--- config.mk ---
export PLATFORM = sky130hd
export DESIGN_NAME = memory_stage
export DESIGN_NICKNAME = d
export VERILOG_FILES = /design/src/rtl/memory_stage.sv
export SDC_FILE = /design/constraint.sdc
export NUM_CORES = 1
export LEC_CHECK = 0
export ABC_AREA = 1
export CAP_MARGIN = 20
export CORE_MARGIN = 2
export CORE_UTILIZATION = 42
export CTS_BUF_LIST = sky130_fd_sc_hd__clkbuf_2 sky130_fd_sc_hd__clkbuf_4 sky130_fd_sc_hd__clkbuf_8
export DETAILED_ROUTE_END_ITERATION = 16
export PLACE_DENSITY_LB_ADDON = 0.1
export SETUP_SLACK_MARGIN = 0.1
export SLEW_MARGIN = 20
export SYNTH_ARGS = -nofsm -noshare
export SYNTH_HDL_FRONTEND = slang
export SYNTH_SLANG_ARGS = --single-unit
--- constraint.sdc ---
create_clock -name clk -period 2.37 [get_ports clk]
set_clock_uncertainty 0.1 [all_clocks]
set_input_delay 0.474 -clock clk [delete_from_list [all_inputs] [get_ports clk]]
set_output_delay 0.474 -clock clk [all_outputs]
set_load 0.02 [all_outputs]
--- src/rtl/memory_stage.sv ---
// rtl/memory_stage.sv - load/store memory stage with single-outstanding data bus access
module memory_stage (
    input  logic        clk,
    input  logic        nrst,
    input  logic        ex_valid,
    input  logic        ex_flush,
    input  logic        ex_dread,
    input  logic [1:0]  ex_dwrite,
    input  logic [1:0]  ex_reg_wr_mem,
    input  logic        ex_reg_wr_mem_signed,
    input  logic [31:0] ex_alu_out,
    input  logic [31:0] ex_rdat2,
    input  logic [4:0]  ex_rd,
    output logic        dbus_req,
    output logic        dbus_wen,
    output logic [31:0] dbus_addr,
    output logic [31:0] dbus_wdata,
    output logic [3:0]  dbus_strb,
    input  logic        dbus_ready,
    input  logic [31:0] dbus_rdata,
    output logic        mem_stall,
    output logic        wb_valid,
    output logic        wb_wen,
    output logic [4:0]  wb_rd,
    output logic [31:0] wb_data,
    output logic        mem_misaligned
);

    typedef enum logic [1:0] {ST_IDLE, ST_BUSY, ST_DONE} state_t;

    state_t      state_q, state_d;
    logic        dbus_req_q, dbus_req_d;
    logic        dbus_wen_q, dbus_wen_d;
    logic [31:0] dbus_addr_q, dbus_addr_d;
    logic [31:0] dbus_wdata_q, dbus_wdata_d;
    logic [3:0]  dbus_strb_q, dbus_strb_d;
    logic        wb_valid_q, wb_valid_d;
    logic        wb_wen_q, wb_wen_d;
    logic [4:0]  wb_rd_q, wb_rd_d;
    logic [31:0] wb_data_q, wb_data_d;
    logic        mem_misaligned_q, mem_misaligned_d;
    logic [1:0]  ld_off_q, ld_off_d;
    logic [1:0]  ld_size_q, ld_size_d;
    logic        ld_signed_q, ld_signed_d;
    logic        is_load_q, is_load_d;
    logic        killed_q, killed_d;

    logic        is_access;
    logic        half_acc;
    logic        word_acc;
    logic        misaligned;
    logic        accept;
    logic [3:0]  st_strb;
    logic [31:0] st_wdata;
    logic [31:0] ld_shift;
    logic [31:0] ld_data;

    always_comb begin
        is_access  = ex_dread | (ex_dwrite != 2'd0);
        half_acc   = (ex_dread && ex_reg_wr_mem == 2'd1) || (ex_dwrite == 2'd2);
        word_acc   = (ex_dread && ex_reg_wr_mem[1]) || (ex_dwrite == 2'd3);
        misaligned = (half_acc && ex_alu_out[0]) || (word_acc && (ex_alu_out[1:0] != 2'd0));
        accept     = (state_q == ST_IDLE) && ex_valid && !ex_flush && is_access && !misaligned;
        mem_stall  = accept || (state_q == ST_BUSY);
    end

    // Store lanes: narrow data is replicated so every lane carries it; strobes pick the target.
    always_comb begin
        st_strb  = 4'b0000;
        st_wdata = 32'd0;
        case (ex_dwrite)
            2'd1: begin
                st_strb  = 4'b0001 << ex_alu_out[1:0];
                st_wdata = {4{ex_rdat2[7:0]}};
            end
            2'd2: begin
                st_strb  = 4'b0011 << ex_alu_out[1:0];
                st_wdata = {2{ex_rdat2[15:0]}};
            end
            2'd3: begin
                st_strb  = 4'b1111;
                st_wdata = ex_rdat2;
            end
            default: begin
                st_strb  = 4'b0000;
                st_wdata = 32'd0;
            end
        endcase
    end

    always_comb begin
        ld_shift = dbus_rdata >> {ld_off_q, 3'b000};
        case (ld_size_q)
            2'd0:    ld_data = {{24{ld_signed_q & ld_shift[7]}}, ld_shift[7:0]};
            2'd1:    ld_data = {{16{ld_signed_q & ld_shift[15]}}, ld_shift[15:0]};
            default: ld_data = dbus_rdata;
        endcase
    end

    always_comb begin
        state_d          = state_q;
        dbus_req_d       = dbus_req_q;
        dbus_wen_d       = dbus_wen_q;
        dbus_addr_d      = dbus_addr_q;
        dbus_wdata_d     = dbus_wdata_q;
        dbus_strb_d      = dbus_strb_q;
        wb_valid_d       = 1'b0;
        wb_wen_d         = wb_wen_q;
        wb_rd_d          = wb_rd_q;
        wb_data_d        = wb_data_q;
        mem_misaligned_d = 1'b0;
        ld_off_d         = ld_off_q;
        ld_size_d        = ld_size_q;
        ld_signed_d      = ld_signed_q;
        is_load_d        = is_load_q;
        killed_d         = killed_q;
        case (state_q)
            ST_IDLE: begin
                if (ex_valid && !ex_flush) begin
                    wb_rd_d = ex_rd;
                    if (!is_access) begin
                        wb_valid_d = 1'b1;
                        wb_wen_d   = (ex_rd != 5'd0);
                        wb_data_d  = ex_alu_out;
                    end else if (misaligned) begin
                        wb_valid_d       = 1'b1;
                        wb_wen_d         = 1'b0;
                        wb_data_d        = ex_alu_out;
                        mem_misaligned_d = 1'b1;
                    end else begin
                        dbus_req_d   = 1'b1;
                        dbus_wen_d   = (ex_dwrite != 2'd0);
                        dbus_addr_d  = {ex_alu_out[31:2], 2'b00};
                        dbus_wdata_d = st_wdata;
                        dbus_strb_d  = st_strb;
                        ld_off_d     = ex_alu_out[1:0];
                        ld_size_d    = ex_reg_wr_mem;
                        ld_signed_d  = ex_reg_wr_mem_signed;
                        is_load_d    = ex_dread && (ex_dwrite == 2'd0);
                        killed_d     = 1'b0;
                        state_d      = ST_BUSY;
                    end
                end
            end
            ST_BUSY: begin
                // A flush cannot cancel a bus cycle already in progress; it only suppresses writeback.
                if (ex_flush) begin
                    killed_d = 1'b1;
                end
                if (dbus_ready) begin
                    dbus_req_d = 1'b0;
                    dbus_wen_d = 1'b0;
                    wb_data_d  = ld_data;
                    wb_wen_d   = is_load_q && !killed_q && !ex_flush;
                    wb_valid_d = !killed_q && !ex_flush;
                    state_d    = ST_DONE;
                end
            end
            ST_DONE: begin
                state_d = ST_IDLE;
            end
            default: begin
                state_d = ST_IDLE;
            end
        endcase
    end

    always_ff @(posedge clk) begin
        if (!nrst) begin
            state_q          <= ST_IDLE;
            dbus_req_q       <= 1'b0;
            dbus_wen_q       <= 1'b0;
            dbus_addr_q      <= 32'd0;
            dbus_wdata_q     <= 32'd0;
            dbus_strb_q      <= 4'd0;
            wb_valid_q       <= 1'b0;
            wb_wen_q         <= 1'b0;
            wb_rd_q          <= 5'd0;
            wb_data_q        <= 32'd0;
            mem_misaligned_q <= 1'b0;
            ld_off_q         <= 2'd0;
            ld_size_q        <= 2'd0;
            ld_signed_q      <= 1'b0;
            is_load_q        <= 1'b0;
            killed_q         <= 1'b0;
        end else begin
            state_q          <= state_d;
            dbus_req_q       <= dbus_req_d;
            dbus_wen_q       <= dbus_wen_d;
            dbus_addr_q      <= dbus_addr_d;
            dbus_wdata_q     <= dbus_wdata_d;
            dbus_strb_q      <= dbus_strb_d;
            wb_valid_q       <= wb_valid_d;
            wb_wen_q         <= wb_wen_d;
            wb_rd_q          <= wb_rd_d;
            wb_data_q        <= wb_data_d;
            mem_misaligned_q <= mem_misaligned_d;
            ld_off_q         <= ld_off_d;
            ld_size_q        <= ld_size_d;
            ld_signed_q      <= ld_signed_d;
            is_load_q        <= is_load_d;
            killed_q         <= killed_d;
        end
    end

    assign dbus_req       = dbus_req_q;
    assign dbus_wen       = dbus_wen_q;
    assign dbus_addr      = dbus_addr_q;
    assign dbus_wdata     = dbus_wdata_q;
    assign dbus_strb      = dbus_strb_q;
    assign wb_valid       = wb_valid_q;
    assign wb_wen         = wb_wen_q;
    assign wb_rd          = wb_rd_q;
    assign wb_data        = wb_data_q;
    assign mem_misaligned = mem_misaligned_q;

endmodule

**Word level (Yosys, flattened, before mapping)**

Index checks and enable logic that the tools add are counted.

- Register bits after elaboration: 117
- Output and inout bits: 111
- Input port bits: 112
- Word-level logic and storage cells: 106

- Shift-type cells: 3
- Mux-type cells: 37
- Reductions and logical operators: 34
- Bitwise gates (word level): 4
- Equality and inequality tests: 12

Operator list:

| cell | count |
|---|---|
| 2-to-1 mux 32 bit | 4 |
| one-hot mux 32 bit (2 select lines) | 2 |
| one-hot mux 32 bit (3 select lines) | 1 |
| >> shifter 32 x 5 -> 16 bit | 1 |
| 2-to-1 mux 1 bit | 19 |
| AND reduction 4 bit | 4 |
| logical AND 1 bit | 13 |
| one-hot mux 4 bit (3 select lines) | 1 |
| one-hot mux 1 bit (2 select lines) | 5 |
| AND reduction 5 bit | 2 |
| == test 2 x 1 -> 1 bit, second input constant | 4 |
| 2-to-1 mux 2 bit | 4 |
| inequality test 2 bit, second input constant | 4 |
| zero test 2 bit | 3 |
| nonzero test 2 bit | 3 |
| nonzero test 5 bit | 1 |
| == test 2 bit, second input constant | 2 |
| logical OR 1 bit | 4 |
| one-hot mux 2 bit (2 select lines) | 1 |
| left shift 1 x 2 -> 4 bit, first input constant | 1 |
| left shift 2 x 2 -> 4 bit, first input constant | 1 |
| zero test 1 bit | 3 |
| inequality test 3 bit, second input constant | 1 |
| AND 1 bit | 2 |
| other kinds (4) | 4 |

**Longest topological paths before layout**

- Depth after elaboration: 9
- Gate-level depth with buffers: 13
- Depth with buffers taken out: 11

**Least setup slack after synthesis**

No wires, ideal clock.

- Path type: input-to-output
- Start point: input ex_dwrite[1]
- End point: output mem_stall
- Slack: -0.065 ns
- Data arrival time: 1.861 ns
- Required time: 1.796 ns
- Path buffers: 2
- Cell stages on the path: 10
- Path through: clkbuf_1 inv_1 ha_1 inv_1 or2_2 nand3_4 inv_1 nand2_2 buf_2 nand2_1

- Word-level cells in the longest chain between the ends: 7
- Elaborated cells between the ends (all ways): 13
- Classes of those cells: eq/ne: 2; bitwise: 1; reduce/logical: 10

RTL lines:

| item | line | source |
|---|---|---|
| from (decl) | 8 | `input logic [1:0] ex_dwrite,` |
| == test 2 bit, on equally long branches | 60, 61 |  |
| logical OR 1 bit, on equally long branches | 60, 61 |  |
| logical AND 1 bit | 62 | `misaligned = (half_acc && ex_alu_out[0]) \|\| (word_acc && (ex_alu_out[1:0] != 2'd0));` |
| logical OR 1 bit | 62 |  |
| zero test 1 bit | 63 | `accept = (state_q == ST_IDLE) && ex_valid && !ex_flush && is_access && !misaligned;` |
| logical AND 1 bit * | 63 |  |
| logical OR 1 bit * | 64 | `mem_stall = accept \|\| (state_q == ST_BUSY);` |
| to (decl) | 21 | `output logic mem_stall,` |

Mark *: on every way between the ends. The rest lies on a longest branch, timed or not.

**Worst setup path after layout**

- Start point: input ex_dwrite[0]
- End point: output mem_stall

The elaborated chain is that of the path after synthesis.

==> results.md <==
* Residual DRC at 0
* Std-Cell Core Area at 13900 um2
* Routed Antenna Nets at 0
* Final Routed Wirelength at 19.6 mm
* Pint at between 3000 and 4000 uW
* Element type at the critical path end: output pin
* Skew-Pair Late Insertion Delay at ~0.44 ns
* Number of global-route vias before repair at 5917
* Final setup viols at 0
* Maximum clock path buffer count at 2
* Final worst slack at 0.185 ns
* Max Cap Viol at 0
* CP Launch Type: input port
* Syn Std Cell Area at ~6000 um2
* Die Wd at 124 um
* #FFs+latches synth at approximately 120
* Fmax at roughly 460 MHz
* Rel. slew slack at 0.588
* Clock share of power at 0.369
* Area grow syn2layout at 49.0%
* PortBufs at 220
* Via count at around 6500
* Sw Share at 0.303
* Critical Path AT at roughly 1.6 ns
* Initial antenna violation count at 0
* Number of top-level pins at approximately 220
* Worst r2r path cells at 8
* Mapped Cells at ~920
* Drt pass-1 iters at 5
* Seq/Total Area, Yosys at 0.389
* CTS hold repair buffers at 0
* Tightest Hold Check Type: register to register
* Drt first-iter violations at ~460
* Die Y at roughly 120 um
* CTS root buf: clkbuf_8
* Most frequent cells in the layout: 261 x nand2_1, 216 x clkdlybuf4s50_1, 129 x a21oi_1, 117 x dfxtp_1, 82 x inv_1
* Die area at approximately 15000 um2
* Gpl congestion at between 0.9 and 1
* Reg2Reg Launch Point: state_q[1]
* Post-DP HPWL at between 10 and 15 mm
* Yosys warnings at 0
* Min Hold Slack at between 0.3 and 0.4 ns
* Starting density of the core at 0.432
* Synthesized area per cell at between 6 and 7 um2
* All-Layer GR Usage at 0.254
* Reg clk slew, reported paths at about 0.07 ns
* # H-tree levels at 4
* CTS tree: done
* R2r setup slk at between 0.5 and 0.6 ns
* Gate power share at 0.238
* Grt total ovfl at 0
* Tot Pwr at 5460 uW
* R2R Path End: wb_wen
* Layout cell share with drive strength beyond 1 at 0.0960
* Sink Count at 117
* Place WS at -0.586 ns
* Num rows at 43
* Avg WL per Cell at approximately 15 um
* Seq pwr share at 0.394
* Core Util, Final at 0.644
* Crit path from: ex_dwrite[0]
* Global-route wire length before repair at ~30 mm
* Final Cycle Share at 0.922
* TritonCTS Buffers at 17
* Fin nets at 1260
* Leakage at between 0.003 and 0.004 uW
* P per Cell Area at roughly 610 nW/um2
* VDD IR-drop max at approximately 0.00047 V
* Outcome: finished, final reports clean
* Minimum clock period at ~2.2 ns
* Commonest non-fill, non-tap cell in the layout: nand2_1
* Worst Setup EP: mem_stall
* Pins Over Slew Limit at 0
* Switching pwr at roughly 1700 uW
* Fin. Hold Viols at 0
* Largest net degree at the start of global routing at 76
* Crit path max fanout at 3
* Crit path required time at ~1.8 ns
* Vias per cell at between 4 and 5
* Post-synth cell types at 36
* WS Path Type: input port to output pin
* RSZ-0062 raised after global routing: false
* Worst slew pin tran at between 0.6 and 0.7 ns
* Antenna Cells at 0
## power by group through the flow
stage / combinational, uW / clock, uW / sequential (uW)
2_1_floorplan: 542 / 0 / 2330
3_3_place_gp: 1290 / 0 / 2190
3_5_place_dp: 1290 / 0 / 2190
4_1_cts: 1300 / 2050 / 2150
5_1_grt: 1420 / 2150 / 2160
6_report: 1300 / 2010 / 2150
## worst min-delay path by stage
stage	startpoint	cells after the start	end	slack, ns
floorplan	ld_size_q[0]	2	ld_size_q[0]	0.36
global placement	dbus_wdata[12]	2	dbus_wdata[12]	0.35
detailed placement	dbus_wdata[22]	2	dbus_wdata[22]	0.35
CTS	dbus_wdata[30]	2	dbus_wdata[30]	0.37
global route	dbus_wdata[12]	2	dbus_wdata[12]	0.38
finish	dbus_wdata[30]	2	dbus_wdata[30]	0.36
## cells in the mapped netlist (all sizes together)
cell     number  area (um2)
nand2       267        1020
nor3          2        10.0
o31ai         1        7.51
nor2         75         315
o2111ai       2        17.5
clkinv        4        21.3
nor3b         1        12.5
inv          91         344
a22oi         1        7.51
or2           3        18.8
conb          1        3.75
nand3        69         373
o211ai       13        97.6
clkbuf       24        91.3
o21ai        74         370
ha            5        62.6
dfxtp       117        2340
a21oi       129         646
buf          36         256
nand4         1        6.26
## routing by layer
| metal | track usage | wire [um] | vias to the layer above |
|---|---|---|---|
| met5 | 0 | 0 | - |
| li1 | - | - | 3391 |
| met1 | 0.318 | 8380 | 2920 |
| met2 | 0.412 | 9210 | 208 |
| met3 | 0.0838 | 1670 | 25 |
| met4 | 0.0810 | 336 | 0 |
## cells by family (layout without fill, tap and decap cells)
group,Yosys count,after routing,share of synthesized area
flip-flops,117,117,0.389
other,1,2,0.000623
adder cells (fa/ha/maj),5,5,0.0104
AND/OR/NAND/NOR,418,418,0.291
buffers and inverters,155,394,0.118
AO/OA/AOI/OAI,220,220,0.190
## through the flow
stage	area, um2	setup TNS, ns	cells
after floorplan	6040	0	917
after global placement	8540	-14.74	1303
after detailed placement	8540	-18.89	1303
after CTS	8970	0	1336
after global routing	8980	0	1336
final	8980	0	1336
## area by class of cell
class	instances	area, um2
multi-input cells	645	2980
clock inverters	13	171
fillers	1313	4960
well taps	180	225
clock buffers	19	262
repair buffers	267	2630
flip-flops and latches	117	2340
inverters	95	365
## worst max-delay path: stages
cell	delay, ns
dlygate4sd2_1	0.27
inv_2	0.08
ha_1	0.14
inv_1	0.04
or2_4	0.23
nand3_4	0.08
inv_2	0.04
nand2_2	0.06
nand2_2	0.04
buf_4	0.15
## registers in the layout, summed over array words and instances (netlist names)
name / flops
dbus_req: 1
wb_rd: 5
ld_off_q: 2
wb_wen: 1
mem_misaligned: 1
is_load_q: 1
dbus_addr: 30
ld_size_q: 2
dbus_wen: 1
state_q: 2
wb_valid: 1
killed_q: 1
ld_signed_q: 1
dbus_wdata: 32
wb_data: 32
dbus_strb: 4
## repair_timing
| item | in CTS | in global routing |
|---|---|---|
| setup buffers | 1 | 0 |
| resized for setup | 9 | 2 |
| endpoints found under the setup margin | 1 | 1 |
Power figures use the tool's default switching activity.
